**src/rtl/rs_alloc_sched.sv**
```systemverilog
// Vector/scalar reservation-station allocator and dispatch scheduler.
// Each pool allocates its lowest free entry and offers its oldest ready entry.
module rs_pool #(
    parameter int unsigned SIZE  = 4,
    parameter int unsigned IDX_W = 2
) (
    input  logic             clk,
    input  logic             rst_n,
    input  logic             flush,
    input  logic             alloc_req,
    output logic             alloc_gnt,
    output logic [IDX_W-1:0] alloc_idx,
    input  logic [SIZE-1:0]  ready,
    output logic             disp_valid,
    output logic [IDX_W-1:0] disp_idx,
    input  logic             disp_ack,
    output logic [SIZE-1:0]  busy,
    output logic             full
);
    // older[j][i] is set when entry j was allocated before entry i
    logic [SIZE-1:0][SIZE-1:0] older;
    logic [SIZE-1:0]           cand;
    logic [IDX_W-1:0]          free_idx;
    logic [IDX_W-1:0]          sel_idx;
    logic                      free_found;
    logic                      sel_found;
    logic                      beaten;
    logic                      release_en;

    assign full       = &busy;
    assign alloc_gnt  = alloc_req & ~full & ~flush & rst_n;
    assign alloc_idx  = alloc_gnt ? free_idx : '0;
    assign release_en = disp_valid & disp_ack;

    always_comb begin
        free_idx   = '0;
        free_found = 1'b0;
        for (int unsigned i = 0; i < SIZE; i++) begin
            if (!busy[i] && !free_found) begin
                free_idx   = IDX_W'(i);
                free_found = 1'b1;
            end
        end
    end

    // The entry currently on offer is excluded so a held offer is never re-selected.
    always_comb begin
        cand = '0;
        for (int unsigned i = 0; i < SIZE; i++) begin
            cand[i] = busy[i] & ready[i] & ~(disp_valid && disp_idx == IDX_W'(i));
        end
    end

    always_comb begin
        sel_idx   = '0;
        sel_found = |cand;
        beaten    = 1'b0;
        for (int unsigned i = 0; i < SIZE; i++) begin
            beaten = 1'b0;
            for (int unsigned j = 0; j < SIZE; j++) begin
                if (cand[j] && older[j][i]) begin
                    beaten = 1'b1;
                end
            end
            if (cand[i] && !beaten) begin
                sel_idx = IDX_W'(i);
            end
        end
    end

    always_ff @(posedge clk or negedge rst_n) begin
        if (!rst_n) begin
            busy  <= '0;
            older <= '0;
        end else if (flush) begin
            busy  <= '0;
            older <= '0;
        end else begin
            for (int unsigned i = 0; i < SIZE; i++) begin
                if (release_en && disp_idx == IDX_W'(i)) begin
                    busy[i] <= 1'b0;
                end
                if (alloc_gnt && alloc_idx == IDX_W'(i)) begin
                    busy[i] <= 1'b1;
                end
                // A new entry is younger than everything; stale bits of freed entries are masked by cand.
                for (int unsigned j = 0; j < SIZE; j++) begin
                    if (alloc_gnt && alloc_idx == IDX_W'(i)) begin
                        older[i][j] <= 1'b0;
                    end else if (alloc_gnt && alloc_idx == IDX_W'(j)) begin
                        older[i][j] <= 1'b1;
                    end
                end
            end
        end
    end

    always_ff @(posedge clk or negedge rst_n) begin
        if (!rst_n) begin
            disp_valid <= 1'b0;
            disp_idx   <= '0;
        end else if (flush) begin
            disp_valid <= 1'b0;
            disp_idx   <= '0;
        end else if (!disp_valid || disp_ack) begin
            disp_valid <= sel_found;
            disp_idx   <= sel_idx;
        end
    end
endmodule

module rs_alloc_sched #(
    parameter int unsigned RS_V_SIZE = 4,
    parameter int unsigned RS_S_SIZE = 4,
    parameter int unsigned IDX_W     = 2
) (
    input  logic                 clk,
    input  logic                 rst_n,
    input  logic                 alloc_v_req,
    input  logic                 alloc_s_req,
    output logic                 alloc_v_gnt,
    output logic                 alloc_s_gnt,
    output logic [IDX_W-1:0]     alloc_v_idx,
    output logic [IDX_W-1:0]     alloc_s_idx,
    input  logic [RS_V_SIZE-1:0] ready_v,
    input  logic [RS_S_SIZE-1:0] ready_s,
    output logic                 disp_v_valid,
    output logic                 disp_s_valid,
    output logic [IDX_W-1:0]     disp_v_idx,
    output logic [IDX_W-1:0]     disp_s_idx,
    input  logic                 disp_v_ack,
    input  logic                 disp_s_ack,
    input  logic                 flush,
    output logic [RS_V_SIZE-1:0] busy_v,
    output logic [RS_S_SIZE-1:0] busy_s,
    output logic                 v_full,
    output logic                 s_full,
    output logic                 decoder_stall
);
    rs_pool #(.SIZE(RS_V_SIZE), .IDX_W(IDX_W)) u_pool_v (
        .clk        (clk),
        .rst_n      (rst_n),
        .flush      (flush),
        .alloc_req  (alloc_v_req),
        .alloc_gnt  (alloc_v_gnt),
        .alloc_idx  (alloc_v_idx),
        .ready      (ready_v),
        .disp_valid (disp_v_valid),
        .disp_idx   (disp_v_idx),
        .disp_ack   (disp_v_ack),
        .busy       (busy_v),
        .full       (v_full)
    );

    rs_pool #(.SIZE(RS_S_SIZE), .IDX_W(IDX_W)) u_pool_s (
        .clk        (clk),
        .rst_n      (rst_n),
        .flush      (flush),
        .alloc_req  (alloc_s_req),
        .alloc_gnt  (alloc_s_gnt),
        .alloc_idx  (alloc_s_idx),
        .ready      (ready_s),
        .disp_valid (disp_s_valid),
        .disp_idx   (disp_s_idx),
        .disp_ack   (disp_s_ack),
        .busy       (busy_s),
        .full       (s_full)
    );

    assign decoder_stall = (alloc_v_req & v_full) | (alloc_s_req & s_full) | flush;
endmodule

```
**config.mk**
```make
export PLATFORM = sky130hd
export DESIGN_NAME = rs_alloc_sched
export DESIGN_NICKNAME = d
export VERILOG_FILES = /design/src/rtl/rs_alloc_sched.sv
export SDC_FILE = /design/constraint.sdc
export NUM_CORES = 1
export LEC_CHECK = 0
export CORE_UTILIZATION = 54
export DETAILED_ROUTE_END_ITERATION = 7
export PLACE_DENSITY = 0.92
export SLEW_MARGIN = 20
export SYNTH_ARGS = -nofsm -noshare
export SYNTH_HDL_FRONTEND = slang
export SYNTH_SLANG_ARGS = --single-unit
```
**constraint.sdc**
```tcl
create_clock -name clk -period 2.75 [get_ports clk]
set_input_delay 0.55 -clock clk [delete_from_list [all_inputs] [get_ports clk]]
set_output_delay 0.55 -clock clk [all_outputs]
set_load 0.02 [all_outputs]
```
==> impl_metrics.tcl <==
set metrics [dict create \
    core_area_um2 3050 \
    synth_area_leader_cell "dfrtp_1" \
    dr.pass1.iters 8 \
    cts_tree "done" \
    drive_above_1_share 0.112 \
    track_usage 0.274 \
    route.met2.wl_um 1750 \
    final_antenna_net_count 0 \
    cts_buffers 5 \
    wl_met3_um 433 \
    yosys-top-cells-count "dfrtp_1, nor2_1, a21oi_1, nand2_1, nand3_1" \
    worst_pin_slew_ps 460 \
    initial_core_util 0.565 \
    seq_power_share 0.582 \
    syn_area_per_cell_um2 9.27 \
    overflow 0 \
    crit_slowest_cell "clkdlybuf4s50_1" \
    vdd.ir_drop.worst_uv 239 \
    drv_slew 0 \
    drc 2 \
    cp_top_family "buffers and inverters" \
    synth_area_leaders "dfrtp_1, nor2_1, a21oi_1" \
    cpPeakStageDelay_ps 610 \
    hold_path_depth 1 \
    critical_path_required_ps 2200 \
    placed_cell_area_um2 2200 \
    synth_cell_types 48 \
    post-route-cell-area_um2 2240 \
    cts_buffer_depth 2 \
    cts_setup_buffers 0 \
    violations "DRC" \
    min_from "u_pool_s.older[3]" \
    rsz0062_at_grt "no" \
    area_growth_pct 29.9 \
    placed_cells 270 \
    status "finished with violations" \
    power.density_nw_per_um2 382 \
    relSlewSlack 0.693 \
    num_antenna_cells 0 \
    die_w_um 58.5 \
    m1WireLength_um 1930 \
    hold_end "u_pool_s.older[3]" \
    grt_pass1_wl_um 6890 \
    fin_crit_sh 0.967 \
    yosys_register_bits 32 \
    r2r_slack_ps 1190 \
    insertion_delay_ps 330 \
    syn_inst 186 \
    ios 38 \
    wl_per_cell_um 15.2 \
    rows 20 \
    yosysMostFrequentCell "dfrtp_1" \
    dieArea_um2 3420 \
    cp.arrival_ps 2110 \
    crit_type "in -> out" \
    highest_layer "met4" \
    fp.dieH_um 58.5 \
    swShare 0.263 \
    io_buffers 37 \
    ys_async_sr_fraction 1.00 \
    cts-root-buf "clkbuf_4" \
    power_mw 0.855 \
    htreeDepth 2 \
    fin_ws_ps 90.7 \
    vias 1639 \
    final_cells 277 \
    synth_top_area_frac 0.464 \
    cts_hold_buffers 0 \
    antenna_found_initial 0 \
    p_int_mw 0.630 \
    clkPwrFrac 0.282 \
    seq_area_frac_synth 0.464 \
    grt_max_degree 33 \
    wirelength_um 4200 \
    nets 248 \
    place.gp.congestion 0.907 \
    netSwitchingPower_mw 0.225 \
    yosys_most_used_dff "dfrtp_1" \
    r2r_end "u_pool_v.disp_idx[0]" \
    leakage_nw 1.03 \
    period_needed_ps 2660 \
    maxCapViolations 0 \
    dpl_worst_slack_ps -67.5 \
    hold_class "reg -> reg" \
    clkTransAtPathRegs_ps 90 \
    viasPerCell 5.92 \
    critPathMaxFanout 4 \
    dp_hpwl_um 3050 \
    syn_area_um2 1720 \
    grt_pass1_vias 1437 \
    cp-start-kind "input pin" \
    comb_power_share 0.135 \
    cp_num_buf_inv 2 \
    path_cells "clkdlybuf4s50_1, nor2b_4, nand2_1, nor2_1, clkdlybuf4s50_1" \
    yosys_warnings 0 \
    end_kind "primary output" \
    synth_nets 201 \
    hold_ws_ps 487 \
    skew_ps 8.42 \
    max_clock_freq_mhz 376 \
    synth_edf_count 0 \
    r2r_cells 5 \
    clock-sinks 32 \
    drt_iter0_drc 166 \
    cpMostUsedCell "clkdlybuf4s50_1" \
    n_fill_cell 239 \
    finalSetupViolCount 0 \
    worst-path-stages 5 \
    finalHoldViolations 0 \
    reg2reg_from "u_pool_v.disp_idx[1]" \
]
## cell families after synthesis
group                  share of synthesized area
AO/OA/AOI/OAI                              0.229
flip-flops                                 0.464
buffers and inverters                     0.0450
AND/OR/NAND/NOR                            0.261
## stage by stage
| step | utilization | TNS [ps] |
|---|---|---|
| 2_1_floorplan | - | 0 |
| 3_3_place_gp | 0.719 | -56.6 |
| 3_5_place_dp | 0.719 | -112 |
| 4_1_cts | 0.733 | 0 |
| 5_1_grt | 0.734 | 0 |
| 6_report | 0.734 | 0 |
## sequential cells by signal, indices dropped and copies added (netlist names)
signal,flops
u_pool_s.busy,4
u_pool_s.disp_idx,2
u_pool_s.disp_valid,1
u_pool_s.older,9
u_pool_v.busy,4
u_pool_v.disp_idx,2
u_pool_v.disp_valid,1
u_pool_v.older,9
## power by group through the flow
stage               clock network (mW)  registers (mW)  logic, mW
CTS                              0.249           0.498      0.115
floorplan                            0           0.507     0.0484
detailed placement                   0           0.507      0.115
global placement                     0           0.506      0.114
finish                           0.241           0.498      0.116
global route                     0.273           0.500      0.126
## worst register-to-register path, stage by stage, from the launching register on
cell      delay, ps
dfrtp_1         490
nor3b_1         300
nor3b_1         110
a2111o_1        370
nand4_1         100
a21oi_1          70
## layout make-up
type / instances / area [µm²] / area share
clock buffers: 6 / 41.3 / 0.0184
inverters: 7 / 26.3 / 0.0117
repair buffers: 50 / 465 / 0.208
well taps: 44 / 55.1 / 0.0246
clock inverters: 1 / 5.00 / 0.00223
flip-flops and latches: 32 / 801 / 0.358
multi-input cells: 137 / 846 / 0.378
## per-layer routing
metal  global-route usage  up-vias
met5                    0        -
met4               0.0952        0
met3               0.0681       15
met2                0.384      103
met1                0.416      743
li1                     -      778
## worst max path at each step
| stage | startpoint | endpoint | slack, ps |
|---|---|---|---|
| after detailed placement | rst_n | alloc_s_idx[1] | -70 |
| final | rst_n | alloc_v_gnt | 90 |
| after floorplan | flush | alloc_v_idx[1] | 650 |
| after global placement | rst_n | alloc_s_idx[1] | -30 |
| after CTS | rst_n | alloc_v_idx[0] | 30 |
| after global routing | rst_n | alloc_v_gnt | 4 |
## layout by cell type (no fill, tap or decap), types with 2 or more instances in the layout
cell type / synthesis / layout
o211a_1: 2 / 2
o211ai_1: 2 / 2
nand2_2: 2 / 2
a21o_1: 2 / 2
and3_1: 2 / 2
nand2_1: 15 / 15
and3b_1: 2 / 2
dfrtp_1: 32 / 32
a31oi_1: 5 / 5
dlygate4sd2_1: 0 / 4
nand3b_1: 2 / 2
nand4_1: 4 / 4
nor4_1: 2 / 2
a21oi_1: 15 / 15
and2_1: 2 / 2
buf_4: 0 / 13
inv_1: 6 / 6
o21a_1: 2 / 2
nand4b_1: 2 / 2
nor3_1: 3 / 3
nor3b_1: 3 / 3
and4_1: 2 / 2
nand2b_1: 4 / 4
a31o_1: 3 / 3
o21ai_1: 3 / 3
nor2_1: 23 / 23
a221o_1: 2 / 2
o21ai_0: 6 / 6
clkdlybuf4s50_1: 0 / 32
a22oi_1: 4 / 4
nand3_1: 7 / 7
clkbuf_4: 0 / 5
## timing repair
item,in CTS,in global routing
gates resized for setup,4,1
cloned,0,0
endpoints found under the setup margin,4,1
Power figures use the tool's default switching activity.
